===== src/rtl/multimode_ff_bank.sv =====
// Bank of WIDTH flip-flops sharing one storage mode (D, T, JK or SR), with
// per-bit synchronous preset/clear, a sticky illegal-SR flag and a
// saturating count of cycles in which the stored value changed.
module multimode_ff_bank #(
    parameter int WIDTH = 8,
    parameter int CNT_W = 8
) (
    input  logic             clk,
    input  logic             rst_n,
    input  logic [1:0]       mode,
    input  logic [WIDTH-1:0] a,
    input  logic [WIDTH-1:0] b,
    input  logic             en,
    input  logic [WIDTH-1:0] preset,
    input  logic [WIDTH-1:0] clr,
    input  logic             err_clr,
    output logic [WIDTH-1:0] q,
    output logic [WIDTH-1:0] qn,
    output logic             sr_err,
    output logic [CNT_W-1:0] chg_cnt
);

    typedef enum logic [1:0] {
        MODE_D  = 2'b00,
        MODE_T  = 2'b01,
        MODE_JK = 2'b10,
        MODE_SR = 2'b11
    } mode_t;

    mode_t            mode_e;
    logic [WIDTH-1:0] q_next;
    logic             sr_viol;
    logic             err_next;
    logic [CNT_W-1:0] cnt_next;

    assign mode_e = mode_t'(mode);

    // Per-bit next state: clr beats preset, both beat the enable, mode rule last.
    always_comb begin
        q_next = q;
        for (int unsigned i = 0; i < WIDTH; i++) begin
            if (clr[i]) begin
                q_next[i] = 1'b0;
            end else if (preset[i]) begin
                q_next[i] = 1'b1;
            end else if (en) begin
                case (mode_e)
                    MODE_D:  q_next[i] = a[i];
                    MODE_T:  q_next[i] = q[i] ^ a[i];
                    MODE_JK: begin
                        case ({a[i], b[i]})
                            2'b01:   q_next[i] = 1'b0;
                            2'b10:   q_next[i] = 1'b1;
                            2'b11:   q_next[i] = ~q[i];
                            default: q_next[i] = q[i];
                        endcase
                    end
                    MODE_SR: begin
                        case ({a[i], b[i]})
                            2'b01:   q_next[i] = 1'b0;
                            2'b10:   q_next[i] = 1'b1;
                            default: q_next[i] = q[i];
                        endcase
                    end
                    default: q_next[i] = q[i];
                endcase
            end
        end
    end

    // Illegal SR detection and sticky flag update; a new violation beats err_clr.
    always_comb begin
        sr_viol  = (mode_e == MODE_SR) && en && (|(a & b & ~clr & ~preset));
        err_next = sr_err;
        if (sr_viol) begin
            err_next = 1'b1;
        end else if (err_clr) begin
            err_next = 1'b0;
        end
    end

    // Change counter: count any edge where q moves, stop at all-ones.
    always_comb begin
        cnt_next = chg_cnt;
        if ((q_next != q) && (chg_cnt != '1)) begin
            cnt_next = chg_cnt + 1'b1;
        end
    end

    // State registers; qn is registered alongside q rather than derived.
    always_ff @(posedge clk or negedge rst_n) begin
        if (!rst_n) begin
            q       <= '0;
            qn      <= '1;
            sr_err  <= 1'b0;
            chg_cnt <= '0;
        end else begin
            q       <= q_next;
            qn      <= ~q_next;
            sr_err  <= err_next;
            chg_cnt <= cnt_next;
        end
    end

endmodule


===== config.mk =====
export PLATFORM = sky130hd
export DESIGN_NAME = multimode_ff_bank
export DESIGN_NICKNAME = d
export VERILOG_FILES = /design/src/rtl/multimode_ff_bank.sv
export SDC_FILE = /design/constraint.sdc
export NUM_CORES = 1
export LEC_CHECK = 0
export CAP_MARGIN = 20
export CORE_MARGIN = 4
export CORE_UTILIZATION = 45
export CTS_CLUSTER_SIZE = 30
export DETAILED_ROUTE_END_ITERATION = 7
export GPL_TIMING_DRIVEN = 0
export HOLD_SLACK_MARGIN = 0.1
export PLACE_DENSITY = 0.76
export RECOVER_POWER = 100
export SKIP_LAST_GASP = 1
export SYNTH_ARGS = -nofsm -noshare
export SYNTH_HDL_FRONTEND = slang
export SYNTH_SLANG_ARGS = --single-unit

===== constraint.sdc =====
create_clock -name clk -period 3.6 [get_ports clk]
set_clock_uncertainty 0.15 [all_clocks]
set_input_delay 0.72 -clock clk [delete_from_list [all_inputs] [get_ports clk]]
set_output_delay 0.72 -clock clk [all_outputs]
set_load 0.02 [all_outputs]

==> impl_metrics.env <==
export IMPL_rrSetupSlack_ns=0.76
export IMPL_overflow=0
export IMPL_die_x_um=77.4
export IMPL_row_count=24
export IMPL_synth_top_cell_by_area="dfrtp_1"
export IMPL_dpl_hpwl_um=4990
export IMPL_core_area_mm2=0.00450
export IMPL_drtIter0Drc=194
export IMPL_synth_edff_count=0
export IMPL_synthTopCellsByArea="dfrtp_1 (20%), ha_1 (9.8%), dfstp_2 (9.7%)"
export IMPL_nets=380
export IMPL_cts_sinks=25
export IMPL_leakagePower_uw=0.00129
export IMPL_crit_buf_inv=1
export IMPL_grt_use_total_pct=22.2
export IMPL_wl_um=6480
export IMPL_rr_worst_depth=8
export IMPL_hp_start="chg_cnt[4]"
export IMPL_synth_warning_count=0
export IMPL_critPathRequiredTime_ns=3.60
export IMPL_critical_path_arrival_ns=3.42
export IMPL_clk_pin_slew_ns=0.09
export IMPL_clk_latency_ns=0.27
export IMPL_cts_root_buf="clkbuf_8"
export IMPL_die_area_mm2=0.00599
export IMPL_numPortBuffers=59
export IMPL_startpoint_type="primary input"
export IMPL_mostFrequentLayoutCell="dlygate4sd3_1"
export IMPL_timing_rr_start="q[6]"
export IMPL_num_vias=2257
export IMPL_min_path_type="reg2reg"
export IMPL_start_util_pct=48.1
export IMPL_wl_met1_um=2660
export IMPL_irDropWorstVdd_mv=0.180
export IMPL_layout_common_cells="dlygate4sd3_1 (30), clkdlybuf4s50_1 (29), inv_1 (27)"
export IMPL_whs_ns=0.334
export IMPL_crit_chain="dlygate4sd3_1 -> ha_1 -> and4b_1 -> a21oi_1 -> nand4_1 -> nor3b_1 -> nor4_4 -> a211oi_1 -> mux2_1"
export IMPL_synth_cell_types=51
export IMPL_ys_flop_type="dfrtp_1"
export IMPL_synth_nets=315
export IMPL_clock_path_buffers=2
export IMPL_setup_viol=0
export IMPL_cts_tree="yes"
export IMPL_layout_drive_gt1_share_pct=9.26
export IMPL_yosysTopAreaCellShare_pct=19.6
export IMPL_post_cts_buffers=0
export IMPL_viasPerCell=6.00
export IMPL_fmax_mhz=293
export IMPL_num_antenna_cells=0
export IMPL_path_delay_family="simple AND/OR/NAND/NOR gates"
export IMPL_antenna_found_initial=0
export IMPL_first_pass_iters=5
export IMPL_synth_area_mm2=0.00217
export IMPL_syn_inst=260
export IMPL_postCtsHoldBufs=0
export IMPL_hold_violations=0
export IMPL_rr_endpoint="chg_cnt[1]"
export IMPL_maxCapViolCount=0
export IMPL_fin_crit_sh_pct=94.9
export IMPL_top_layer_used="met4"
export IMPL_rsz0062_at_grt="no"
export IMPL_grt_pass1_wl_um=10800
export IMPL_numCtsBuffers=3
export IMPL_cp_max_fo=7
export IMPL_slew_headroom_pct=35.3
export IMPL_route_met3_wl_um=591
export IMPL_areaGrowthSynthToFinish_pct=32.4
export IMPL_critPathKind="in2reg"
export IMPL_io_pins=63
export IMPL_ys_seq_area_share_pct=29.3
export IMPL_grt_pass1_vias=2178
export IMPL_min_period_ns=3.42
export IMPL_cp_slowest_cell="dlygate4sd3_1"
export IMPL_drc=0
export IMPL_slew_violations=0
export IMPL_wl_per_cell_um=17.2
export IMPL_ys_ff_latch=25
export IMPL_final_util_pct=63.7
export IMPL_die_h_um=77.4
export IMPL_ant_nets=0
export IMPL_dr_wl_met2_um=3100
export IMPL_hold_path_depth=1
export IMPL_place_inst=371
export IMPL_cts_htree_levels=1
export IMPL_async_flop_share_pct=100
export IMPL_status="finished clean"
export IMPL_layout_cells_non_filler=376
export IMPL_whs_endpoint="chg_cnt[4]"
export IMPL_avgSynthCellArea_um2=8.33
export IMPL_place_congestion=0.944
export IMPL_tightest_slew_ns=0.970
export IMPL_power_density_mw_per_mm2=370
export IMPL_crit_path_end_kind="flop"
export IMPL_grt_max_degree=26
export IMPL_slowest_delay_ns=0.64
-- sequential cells by signal, summed over array words and instances, names as in the netlist --
| signal | count |
|---|---|
| qn | 8 |
| q | 8 |
| sr_err | 1 |
| chg_cnt | 8 |
-- final cells by class --
cell class	instances	area [um2]
clock buffer	3	41.3
sequential	25	636
multi-input combinational	197	1360
fill	413	1640
clock inverter	1	5.00
inverter	27	101
timing repair buffer	60	594
tap	52	65.1
buffer	11	62.6
-- cells in the mapped netlist (2+ instances only) --
master    number
dfrtp_1       17
nand3_1        8
inv_1         27
nor2b_1        2
clkbuf_1       3
buf_6          2
buf_2          5
nand4b_1       2
or2_2          3
o211ai_1       4
dfstp_2        8
mux2_1         3
ha_1          17
a21oi_1        8
nand4_1        4
a22oi_1       12
o21ai_0       13
a21o_1         7
nand2_1       23
a221oi_1       4
nor2_1        23
maj3_1         3
nand3b_1       4
a31o_2         4
and4b_1        2
nor4_1         2
a211oi_1       7
and3_1         2
nor3_1         2
nand2b_1      11
xor2_1         5
nor3b_1        2
a22o_1         3
-- cells by family after synthesis --
| family | Yosys count | share of synthesized area (%) |
|---|---|---|
| muxes | 3 | 1.56 |
| AOI/OAI and AO/OA | 75 | 25.1 |
| buffers and inverters | 38 | 7.57 |
| adders and majority gates | 20 | 11.2 |
| xor gates and xnor gates | 5 | 2.02 |
| DFF | 25 | 29.3 |
| and+or+nand+nor | 94 | 23.2 |
-- routing by layer --
metal,global-route usage (%),up-vias
li1,-,1071
met1,29.1,1060
met2,36.3,112
met3,5.56,14
met4,6.58,0
met5,0,-
-- repair_timing --
action	in CTS	in global routing
gates resized for setup	0	0
setup endpoints to repair	0	3
hold endpoints to repair	0	0
-- worst max path at each step --
stage | slack [ns] | end | from | cells past startpoint
floorplan | 0.59 | chg_cnt[7] | b[2] | 9
global placement | -0.17 | chg_cnt[7] | a[2] | 9
detailed placement | -0.19 | chg_cnt[7] | a[2] | 9
CTS | 0.1 | chg_cnt[7] | a[2] | 9
global route | 0.04 | chg_cnt[7] | b[3] | 11
finish | 0.18 | chg_cnt[7] | a[0] | 9
-- worst register-to-register path, cell delays in order (launching register included) --
cell      delay [ns]
dfrtp_1         0.47
maj3_1          0.38
o21ai_0         0.26
a2111o_1        0.14
o311ai_0        0.17
nor4bb_1        0.34
clkbuf_1        0.32
a21oi_1         0.16
mux2_1          0.33
-- metrics by stage --
step	setup TNS, ns	setup WS, ns	power, uW	cell area, um2
final	0	0.185	1060	2870
after global placement	-0.522	-0.169	910	2820
after CTS	0	0.0983	1100	2870
after floorplan	0	0.591	684	2170
after detailed placement	-0.543	-0.188	924	2820
after global routing	0	0.0410	1140	2870
-- report_power, final --
part           internal, uW  switching [uW]  total (uW)  leakage, uW
logic                   223             251         474     0.000969
clock network          77.4            89.3         167    0.0000255
registers               347            72.7         420     0.000293
total                   648             413        1060      0.00129
Power figures use the tool's default switching activity.
